[src/rtl/simple_cpu_fetch_exec.sv]
// Three-state fetch/decode/execute controller for the Simple CPU (PC, IR, ACC, carry).
// Optional feature macro: SCPU_HALT_EN (a self-targeting JMP freezes the core in EXECUTE).
module simple_cpu_fetch_exec #(
    parameter int DATA_WIDTH = 8,
    parameter int ADDR_WIDTH = 6
) (
    input  logic                  clk,
    input  logic                  rst_n,
    output logic [ADDR_WIDTH-1:0] address,
    input  logic [DATA_WIDTH-1:0] instruction,
    output logic [DATA_WIDTH-1:0] acc,
    output logic                  carry,
    output logic [ADDR_WIDTH-1:0] pc,
    output logic [DATA_WIDTH-1:0] ir,
    output logic [1:0]            state,
    output logic                  halted
);

    typedef enum logic [1:0] {
        ST_FETCH   = 2'b00,
        ST_DECODE  = 2'b01,
        ST_EXECUTE = 2'b10
    } state_t;

    localparam logic [1:0] OP_ADD = 2'b00;
    localparam logic [1:0] OP_INC = 2'b01;
    localparam logic [1:0] OP_JMP = 2'b10;
    localparam logic [1:0] OP_JZ  = 2'b11;

    state_t                r_state, w_state_nxt;
    logic [ADDR_WIDTH-1:0] r_pc, w_pc_nxt;
    logic [DATA_WIDTH-1:0] r_ir, w_ir_nxt;
    logic [DATA_WIDTH-1:0] r_acc, w_acc_nxt;
    logic                  r_carry, w_carry_nxt;
    logic                  r_halted, w_halted_nxt;

    logic [1:0]            w_opcode;
    logic [DATA_WIDTH-3:0] w_operand;
    logic [DATA_WIDTH-1:0] w_addend;
    logic [DATA_WIDTH:0]   w_sum;

    assign w_opcode  = r_ir[DATA_WIDTH-1:DATA_WIDTH-2];
    assign w_operand = r_ir[DATA_WIDTH-3:0];
    assign w_addend  = (w_opcode == OP_INC) ? DATA_WIDTH'(1) : DATA_WIDTH'(w_operand);
    assign w_sum     = {1'b0, r_acc} + {1'b0, w_addend};

`ifdef SCPU_HALT_EN
    logic w_self_jmp;
    // PC already points past the JMP during EXECUTE, so the JMP's own address is PC-1.
    assign w_self_jmp = (ADDR_WIDTH'(w_operand) == (r_pc - ADDR_WIDTH'(1)));
`endif

    // Next-state and datapath update for the fetch/decode/execute sequence.
    always_comb begin
        w_state_nxt  = r_state;
        w_pc_nxt     = r_pc;
        w_ir_nxt     = r_ir;
        w_acc_nxt    = r_acc;
        w_carry_nxt  = r_carry;
        w_halted_nxt = r_halted;
        case (r_state)
            ST_FETCH: begin
                w_ir_nxt    = instruction;
                w_pc_nxt    = r_pc + ADDR_WIDTH'(1);
                w_state_nxt = ST_DECODE;
            end
            ST_DECODE: begin
                w_state_nxt = ST_EXECUTE;
            end
            ST_EXECUTE: begin
                if (r_halted) begin
                    w_state_nxt = ST_EXECUTE;
                end else begin
                    w_state_nxt = ST_FETCH;
                    case (w_opcode)
                        OP_ADD, OP_INC: begin
                            w_acc_nxt   = w_sum[DATA_WIDTH-1:0];
                            w_carry_nxt = w_sum[DATA_WIDTH];
                        end
                        OP_JMP: begin
                            w_pc_nxt = ADDR_WIDTH'(w_operand);
`ifdef SCPU_HALT_EN
                            if (w_self_jmp) begin
                                w_halted_nxt = 1'b1;
                                w_state_nxt  = ST_EXECUTE;
                            end else begin
                                w_halted_nxt = r_halted;
                            end
`endif
                        end
                        OP_JZ: begin
                            if (r_acc == DATA_WIDTH'(0)) begin
                                w_pc_nxt = ADDR_WIDTH'(w_operand);
                            end else begin
                                w_pc_nxt = r_pc;
                            end
                        end
                        default: begin
                            w_pc_nxt = r_pc;
                        end
                    endcase
                end
            end
            default: begin
                w_state_nxt = ST_FETCH;
            end
        endcase
`ifndef SCPU_HALT_EN
        w_halted_nxt = 1'b0;
`endif
    end

    // Architectural registers with asynchronous active-low reset.
    always_ff @(posedge clk or negedge rst_n) begin
        if (!rst_n) begin
            r_state  <= ST_FETCH;
            r_pc     <= ADDR_WIDTH'(0);
            r_ir     <= DATA_WIDTH'(0);
            r_acc    <= DATA_WIDTH'(0);
            r_carry  <= 1'b0;
            r_halted <= 1'b0;
        end else begin
            r_state  <= w_state_nxt;
            r_pc     <= w_pc_nxt;
            r_ir     <= w_ir_nxt;
            r_acc    <= w_acc_nxt;
            r_carry  <= w_carry_nxt;
            r_halted <= w_halted_nxt;
        end
    end

    assign address = r_pc;
    assign pc      = r_pc;
    assign ir      = r_ir;
    assign acc     = r_acc;
    assign carry   = r_carry;
    assign state   = r_state;
    assign halted  = r_halted;

endmodule

[config.mk]
export PLATFORM = sky130hd
export DESIGN_NAME = simple_cpu_fetch_exec
export DESIGN_NICKNAME = d
export VERILOG_FILES = /design/src/rtl/simple_cpu_fetch_exec.sv
export SDC_FILE = /design/constraint.sdc
export NUM_CORES = 1
export LEC_CHECK = 0
export ABC_AREA = 0
export CAP_MARGIN = 20
export CORE_ASPECT_RATIO = 2
export CORE_MARGIN = 1.5
export CORE_UTILIZATION = 33
export DETAILED_ROUTE_END_ITERATION = 10
export PLACE_DENSITY_LB_ADDON = 0.05
export SLEW_MARGIN = 0
export SYNTH_ARGS = -nofsm -noshare
export SYNTH_HDL_FRONTEND = slang
export SYNTH_SLANG_ARGS = --single-unit
[constraint.sdc]
create_clock -name clk -period 5.75 [get_ports clk]
set_clock_uncertainty 0.1 [all_clocks]
set_input_delay 1.15 -clock clk [delete_from_list [all_inputs] [get_ports clk]]
set_output_delay 1.15 -clock clk [all_outputs]
set_load 0.02 [all_outputs]
# Yosys cells after proc, flatten, opt, wreduce, memory -nomap -nowiden
# Cells that the tools add are included.
# Widths: inputs -> output; s select.
# word_totals
register_bits	25
input_bits	10
output_inout_bits	32
elab_cells	26
# classes
n_addsub	2
n_eq_ne	7
mux	5
reduce_logical	7
# ops
operator	n
$pmux 6 s2	2
$mux 6	2
$add 8x6->9	1
$logic_not 8->1	1
$add 6x1->6 const B	1
$eq 2x2->1 const B	3
$eq 2x1->1 const B	2
$logic_not 2->1	2
$pmux 2 s2	1
$ne 3x2->1 const B	1
$ne 3x3->1 const B	1
$reduce_and 3->1	1
$reduce_and 2->1	1
$reduce_bool 2->1	1
$reduce_or 2->1	1

# Depth between registers and ports, before layout
# Gate-level depths: netlist of the first run.
# depth
depth_word	4
ltp_mapped	8
ltp_nobuf	8

# Least setup slack after synthesis of the first run
# Ideal clock, no wire load.
# synth_timing
kind	flip-flop to flip-flop
from	register r_ir[7] (netlist: ir[7])
to	register r_acc[6] (netlist: acc[6])
setup_time_ns	0.069
arrival_ns	2.267
required_time_ns	5.581
setup_slack_ns	3.313
path_stages_with_launch	9
n_path_buf	0
synth_period_minus_slack_ns	2.437
path_cell_list	dfrtp_1 -> nand2b_1 -> nand2_1 -> ha_1 -> fa_1 -> a21oi_1 -> o21ai_0 -> or4b_1 -> nand3_1
# synth_via
elab_chain_cells	3
word_cells_on_any_way	6
classes_between	add/sub (1); eq/ne (1); mux (1); reduce/logical (3)
# synth_rtl
element	line	rtl
start, declared	32	logic [DATA_WIDTH-1:0] r_ir, w_ir_nxt;
start signal, assigned	125	r_ir <= w_ir_nxt;
$eq 2x1->1 or $logic_not 2->1 (tied branches)	44, 75	
$mux 6 or $reduce_or 2->1 (tied branches)	44, 75	
$add 8x6->9 or $reduce_and 2->1 (tied branches)	--	
end signal, assigned	126	r_acc <= w_acc_nxt;
end, declared	33	logic [DATA_WIDTH-1:0] r_acc, w_acc_nxt;
# Several ways; a longest one is shown, not always the timed one.
# A chain may end at the register's enable or synchronous reset.

# Final worst setup path of the first run
# layout_timing
from	register r_acc[6] (netlist: acc[6])
to	output port acc[6]
# layout_rtl
element	line	rtl
end, declared	11	output logic [DATA_WIDTH-1:0] acc,
# No word-level cell between the ends.

==> results_dict.tcl, run 1 <==
set metrics [dict create \
    layout_setup_ws_ns 2.98 \
    tightest_slew_ns 1.01 \
    fmax_mhz 361 \
    routedWlPerCell_um 17.9 \
    synth_edf_count 0 \
    first_iter_violations 29 \
    ctsLongestPathBuffers 2 \
    track_usage_pct 18.4 \
    crit_path_top_delay_cell "clkdlybuf4s50_1" \
    syn_to_final_growth_pct 27.9 \
    rsz0062_at_grt "false" \
    cts_tree "built" \
    wl_met1_um 1560 \
    numCtsBuffers 3 \
    fp.dieH_um 101 \
    drc_errors 0 \
    multi_input_area_um2 862 \
    drive_gt1_share_pct 8.85 \
    r2r_end "acc[6]$_DFFE_PN0P_" \
    met3_wirelength_um 107 \
    dpl.hpwl_um 3430 \
    clock-root-buffer "clkbuf_8" \
    yosysTopAreaCellShare_pct 39.6 \
    rows 35 \
    hold-path-endpoint "carry$_DFFE_PN0P_" \
    required_ns 4.50 \
    cts.sinks 25 \
    reg2reg_depth 8 \
    clk_pin_slew_ns 0.10 \
    diodes 0 \
    htreeDepth 1 \
    status "finished, final reports clean" \
    cp_max_fo 13 \
    syn_nets 178 \
    worstReg2RegStart "ir[7]$_DFFE_PN0N_" \
    syn_avg_cell_area_um2 9.88 \
    worstSetupStartpointType "register" \
    dr.pass1.iters 4 \
    cpLargestDelayFamily "buffers and inverters" \
    fillers 474 \
    wl_met2_um 2640 \
    post_cts.repair.setup_buffers 0 \
    io_pins 42 \
    r2r_setup_slack_ns 3.18 \
    dp_slack_ns 3.23 \
    core_um2 4600 \
    antenna_found_initial 0 \
    min_from "carry$_DFFE_PN0P_" \
    path_buf_inv 1 \
    maxSlewHeadroom_pct 32.4 \
    hold_viol_final 0 \
    netlist_top_cells_area "dfrtp_1 (40%), mux2_2 (6.4%), ha_1 (5.5%)" \
    holdPathStages 2 \
    routabilityCongestion 0.821 \
    netlist_instances 160 \
    yosysUniqueCellTypes 49 \
    fp.dieW_um 51.9 \
    routed_wl_um 4430 \
    ff_latch_area_um2 626 \
    crit_chain "clkdlybuf4s50_1" \
    synth_warnings 0 \
    overflow 0 \
    synth_ff_type "dfrtp_1" \
    ant_nets 0 \
    cpPeakStageDelay_ns 0.68 \
    yosysTopAreaCell "dfrtp_1" \
    ctsHoldBuffers 0 \
    netlist_area_um2 1580 \
    p_leak_nw 0.804 \
    async_flop_share_pct 100 \
    ys_seq_elements 25 \
    crit_type "reg2out" \
    worstSkewPairLatency_ns 0.27 \
    slew_violations 0 \
    cap_violations 0 \
    holdCritPathClass "reg2reg" \
    yosysSeqAreaShare_pct 39.6 \
    fin_nets 211 \
    fin_crit_sh_pct 48.2 \
    power_density_nw_per_um2 419 \
    viasPerCell 5.51 \
    cp.depth 1 \
    vdd_drop_max_v 0.000227 \
    io_buffers 40 \
    crit_path_end_kind "output pin" \
    vias 1361 \
    finalSetupViolations 0 \
    top_layer "met4" \
    period_needed_ns 2.77 \
    crit_arrival_ns 1.52 \
    tns_ns 0 \
    grt_max_degree 26 \
    grt_pass1_wl_um 7160 \
    post_cts_resize_count 0 \
    grt_pass1_vias 1469 \
    initial_core_util_pct 34.4 \
    die_area_um2 5240 \
]
[power breakdown]
part           leakage (nW)  switching (mW)  internal, mW  total, mW
clock network        0.0228          0.0593        0.0496      0.109
logic                 0.491           0.229         0.212      0.441
registers             0.290          0.0768         0.220      0.297
total                 0.804           0.365         0.482      0.847
[routing by layer]
layer,GRT usage [%],up-vias
li1,-,645
met1,17.1,671
met2,35.5,35
met3,2.97,10
met4,9.72,0
met5,0,-
[cell usage in the layout, fill, tap and decap left out, types with 3 or more instances in the layout]
cell,synthesis,final
nor3_1,3,3
nor2_1,3,3
clkdlybuf4s50_1,0,40
a21oi_1,8,8
inv_1,3,3
nand2_1,21,21
o22ai_1,4,4
nor3b_1,4,4
ha_1,7,7
dfrtp_1,25,25
o21ai_0,7,7
nand3_1,7,7
mux2_2,9,9
and2_1,5,5
clkbuf_8,0,3
nor2b_1,6,6
[tightest hold or removal path, stage by stage, from the launching register on]
cell	delay [ns]
dfrtp_1	0.37
nand2_1	0.05
o211ai_1	0.09
[how the worst max path moves through the flow]
stage / startpoint / to / slack, ns
after global routing: acc[6]$_DFFE_PN0P_ / acc[6] / 2.91
after floorplan: ir[7]$_DFFE_PN0N_ / acc[6]$_DFFE_PN0P_ / 3.31
final: acc[6]$_DFFE_PN0P_ / acc[6] / 2.98
after CTS: acc[6]$_DFFE_PN0P_ / acc[6] / 2.97
after detailed placement: ir[7]$_DFFE_PN0N_ / acc[6]$_DFFE_PN0P_ / 3.23
after global placement: acc[6]$_DFFE_PN0P_ / acc[6] / 3.30
[cells in the mapped netlist, types with 2 or more instances]
master,instances
buf_4,8
nor2b_1,6
clkbuf_1,3
ha_1,7
nor3_1,3
o22ai_1,4
o21ai_0,7
and2_1,5
a21oi_1,8
nor3b_1,4
mux2_2,9
nand3_1,7
o211ai_1,2
nand2_1,21
o31ai_1,2
inv_1,3
and4_1,2
nand4_1,2
nor2_1,3
dfrtp_1,25
[sequential cells by signal, indices dropped and copies added (netlist names)]
name	flops
ir	8
state	2
acc	8
carry	1
address	6
[stage by stage]
stage	total power [mW]	std cells	area (um2)	utilization, %	hold slack (ns)
floorplan	0.563	160	1580	-	0.511
global placement	0.732	243	1980	43.0	0.385
detailed placement	0.744	243	1980	43.0	0.436
CTS	0.858	247	2020	43.9	0.458
global route	0.903	247	2020	43.9	0.518
finish	0.847	247	2020	43.9	0.441
[area by class of cell]
class,count,share of cell area [%]
well taps,55,3.41
repair buffers,41,20.2
inverters,3,0.557
multi-input cells,119,42.7
clock buffers,4,2.23
flip-flops and latches,25,31.0
[logic make-up after synthesis]
kind of cell    share of synthesized area [%]
mux                                      8.71
buf+inv                                  5.86
xor+xnor                                0.554
flops                                    39.6
compound gates                           13.5
other cells                             0.237
simple gates                             24.8
fa+ha+maj                                6.81
Power figures use the tool's default switching activity.
==> run 2, diff against run 1 <==
clock period = 2.3 ns   (was 5.75 ns; I/O delays follow)
==> results_dict.tcl, run 2 (synthesis gave the netlist of run 1 again) <==
set metrics [dict create \
    clk_pin_slew_ns 0.09 \
    routedWlPerCell_um 17.7 \
    cap_violations 0 \
    final_cell_mix "clkdlybuf4s50_1 (40), dfrtp_1 (24), nand2_1 (21)" \
    grt_max_degree 26 \
    ant_nets 0 \
    fmax_mhz 467 \
    crit_type "reg2reg" \
    first_iter_violations 10 \
    vdd_drop_max_v 0.000651 \
    clock-root-buffer "clkbuf_8" \
    routabilityCongestion 0.833 \
    cpPeakStageDelay_ns 0.47 \
    core_um2 4600 \
    cts.sinks 25 \
    finalSetupViolations 0 \
    grt_pass1_wl_um 7510 \
    fp.dieH_um 101 \
    io_buffers 40 \
    worstSkewPairLatency_ns 0.27 \
    dpl.hpwl_um 3560 \
    viasPerCell 5.47 \
    crit_path_top_delay_cell "or4b_1" \
    worstSetupStartpointType "register" \
    grt_pass1_vias 1559 \
    post_cts_resize_count 0 \
    die_area_um2 5240 \
    initial_core_util_pct 34.4 \
    period_needed_ns 2.14 \
    worstSetupStartpoint "ir[6]$_DFFE_PN0N_" \
    ctsLongestPathBuffers 2 \
    power_density_nw_per_um2 1030 \
    htreeDepth 1 \
    tns_ns 0 \
    fillers 448 \
    crit_path_end_kind "register" \
    syn_to_final_growth_pct 32.6 \
    dr.pass1.iters 4 \
    required_ns 2.41 \
    crit_arrival_ns 2.25 \
    slew_violations 0 \
    antenna_found_initial 0 \
    routed_wl_um 4510 \
    status "finished, final reports clean" \
    layout_setup_ws_ns 0.158 \
    fp.dieW_um 51.9 \
    hold_viol_final 0 \
    ctsHoldBuffers 0 \
    track_usage_pct 19.1 \
    cp_max_fo 6 \
    holdCritPathClass "reg2reg" \
    path_buf_inv 0 \
    rsz0062_at_grt "false" \
    io_pins 42 \
    fin_nets 219 \
    layout_commonest_cell "clkdlybuf4s50_1" \
    min_from "carry$_DFFE_PN0P_" \
    cts_tree "built" \
    post_cts.repair.setup_buffers 0 \
    ff_latch_area_um2 627 \
    worstReg2RegStart "ir[6]$_DFFE_PN0N_" \
    fin_crit_sh_pct 93.1 \
    diodes 0 \
    p_leak_nw 0.846 \
    cpLargestDelayFamily "simple AND/OR/NAND/NOR gates" \
    numCtsBuffers 3 \
    vias 1394 \
    dp_slack_ns 0.103 \
    crit_chain "nand2b_4 -> nand2_1 -> ha_1 -> fa_2 -> a21oi_2 -> o21ai_1 -> or4b_1 -> nand3_1" \
    drc_errors 0 \
    drive_gt1_share_pct 14.5 \
    multi_input_area_um2 876 \
    overflow 0 \
    whs_ns 0.435 \
    utilization_pct 45.6 \
    rows 35 \
]
==> run 2: changes by cell type in the layout (fill, tap and decap cells not counted), sizes merged <==
cell,before,now
buf,1,9
==> run 2: metal layers <==
| metal | vias up | part of all wire [%] | track usage, % |
|---|---|---|---|
| li1 | 666 | - | - |
| met1 | 677 | 34 | 19.4 |
| met2 | 35 | 59 | 35.5 |
| met3 | 16 | 2.2 | 1.34 |
| met4 | 0 | 4.5 | 11.9 |
| met5 | - | 0 | 0 |
==> run 2: cell type report <==
| type | instances | area share (%) |
|---|---|---|
| clock buffers | 4 | 2.15 |
| inverters | 3 | 0.537 |
| multi-input cells | 119 | 41.8 |
| flip-flops and latches | 25 | 29.9 |
| well taps | 55 | 3.28 |
| repair buffers | 49 | 22.3 |
==> run 2: worst register-to-register path, cell delays in order, from the launching register on <==
cell and delay, ns:
dfrtp_1 0.42, nand2b_4 0.10, nand2_1 0.06, ha_1 0.22
fa_2 0.37, a21oi_2 0.16, o21ai_1 0.09, or4b_1 0.47
nand3_1 0.09
==> run 2: worst paths after layout <==
kind / to / slack, ns / cells past startpoint
worst min register to register: carry$_DFFE_PN0P_ / 0.43 / 2
min in group asynchronous: carry$_DFFE_PN0P_ / 0.45 / 2
worst max register to register: acc[6]$_DFFE_PN0P_ / 0.16 / 8
max in group asynchronous: ir[7]$_DFFE_PN0N_ / 1.37 / 2
worst min-delay path: carry$_DFFE_PN0P_ / 0.43 / 2
worst max-delay path: acc[6]$_DFFE_PN0P_ / 0.16 / 8
==> run 2: stage by stage <==
step                      power (mW)  cell area, um2  instances
after global routing            2.31            2100        255
after floorplan                 1.41            1590        160
after detailed placement        1.89            2040        251
after global placement          1.87            2040        251
after CTS                       2.18            2090        255
final                           2.16            2100        255
==> run 2: where the power goes <==
group	internal, mW	switching (mW)	leakage [nW]
Sequential	0.551	0.176	0.289
Combinational	0.563	0.598	0.535
Clock	0.124	0.150	0.0228
Total	1.24	0.925	0.846
==> run 3, diff against run 2 <==
CORE_UTILIZATION = 43   (was 33)
==> results_dict.tcl, run 3 (synthesis gave the netlist of run 1 again) <==
set metrics [dict create \
    worstSetupStartpointType "register" \
    required_ns 2.40 \
    clock-root-buffer "clkbuf_8" \
    rows 31 \
    ctsHoldBuffers 0 \
    clk_pin_slew_ns 0.09 \
    drive_gt1_share_pct 13.6 \
    worstSkewPairLatency_ns 0.26 \
    vias 1390 \
    io_pins 42 \
    p_leak_nw 0.837 \
    routabilityCongestion 0.861 \
    power_density_nw_per_um2 1020 \
    dp_slack_ns 0.0772 \
    routedWlPerCell_um 16.9 \
    grt_pass1_wl_um 6660 \
    io_buffers 40 \
    die_area_um2 4070 \
    fin_nets 217 \
    track_usage_pct 21.9 \
    ctsLongestPathBuffers 2 \
    crit_type "reg2reg" \
    cts_tree "built" \
    critPathCapture "acc[6]$_DFFE_PN0P_" \
    fp.dieW_um 45.9 \
    whs_ns 0.433 \
    worstReg2RegStart "ir[6]$_DFFE_PN0N_" \
    r2r_setup_slack_ns 0.15 \
    tns_ns 0 \
    fin_crit_sh_pct 93.4 \
    vdd_drop_max_v 0.000614 \
    dr.pass1.iters 4 \
    crit_path_end_kind "register" \
    final_cell_mix "clkdlybuf4s50_1 (40), dfrtp_1 (24), nand2_1 (21)" \
    hold_viol_final 0 \
    numCtsBuffers 3 \
    dpl.hpwl_um 3180 \
    fmax_mhz 466 \
    finalSetupViolations 0 \
    routed_wl_um 4170 \
    layout_setup_ws_ns 0.152 \
    first_iter_violations 52 \
    ff_latch_area_um2 627 \
    period_needed_ns 2.15 \
    initial_core_util_pct 44.3 \
    ant_nets 0 \
    grt_pass1_vias 1408 \
    cp_max_fo 6 \
    slew_violations 0 \
    crit_arrival_ns 2.25 \
    diodes 0 \
    holdCritPathClass "reg2reg" \
    grt_max_degree 26 \
    fp.dieH_um 88.7 \
    fillers 330 \
    viasPerCell 5.63 \
    cts.sinks 25 \
    syn_to_final_growth_pct 31.2 \
    rsz0062_at_grt "false" \
    r2r_end "acc[6]$_DFFE_PN0P_" \
    min_from "carry$_DFFE_PN0P_" \
    core_um2 3570 \
    antenna_found_initial 0 \
    multi_input_area_um2 876 \
    cap_violations 0 \
    layout_commonest_cell "clkdlybuf4s50_1" \
    overflow 0 \
    worstSetupStartpoint "ir[6]$_DFFE_PN0N_" \
    reg2reg_depth 8 \
    drc_errors 0 \
    htreeDepth 1 \
    status "finished, final reports clean" \
]
run 3: what timing repair did:
| item | CTS | global route |
|---|---|---|
| setup buffers | 0 | 0 |
| resized for setup | 0 | 2 |
| endpoints found under the setup margin | 0 | 1 |
| endpoints found under the hold margin | 0 | 0 |
run 3: per-layer routing:
layer / vias to the layer above / global-route usage [%] / routed length, um
met4: 0 / 8.31 / 78
li1: 662 / - / -
met2: 41 / 40.8 / 2480
met1: 681 / 23.8 / 1500
met5: - / 0 / 0
met3: 6 / 2.24 / 110
run 3: worst min-delay path by stage:
stage / end / slack [ns] / depth (start not counted)
after global placement: carry$_DFFE_PN0P_ / 0.41 / 2
after CTS: carry$_DFFE_PN0P_ / 0.44 / 2
after global routing: carry$_DFFE_PN0P_ / 0.47 / 2
after floorplan: acc[0]$_DFFE_PN0P_ / 0.06 / 0
final: carry$_DFFE_PN0P_ / 0.43 / 2
after detailed placement: carry$_DFFE_PN0P_ / 0.42 / 2
run 3: final cells by class:
cell class	instances	share of cell area, %
clock buffer	4	2.17
inverter	3	0.543
multi-input combinational	119	42.2
sequential	25	30.2
tap	49	2.96
timing repair buffer	47	21.8
run 3: metrics by stage:
stage          std cells  util, %  power (mW)  cell area [um2]
2_1_floorplan        160        -        1.41             1590
3_3_place_gp         243     56.7        1.82             2020
3_5_place_dp         243     56.7        1.85             2020
4_1_cts              247     57.9        2.12             2070
5_1_grt              247     58.1        2.26             2070
6_report             247     58.1        2.12             2070
run 3: report_power, final:
part	switching, mW	leakage, nW	internal, mW
Combinational	0.569	0.526	0.545
Clock	0.140	0.0228	0.124
Sequential	0.188	0.289	0.550
Total	0.896	0.837	1.22
run 3: critical path, cell delays in order, from the launching register on:
cell and delay, ns:
dfrtp_1 0.42, nand2b_4 0.10, nand2_1 0.06, ha_1 0.22, fa_2 0.38, a21oi_2 0.17, o21ai_1 0.10, or4b_1 0.47
nand3_1 0.08
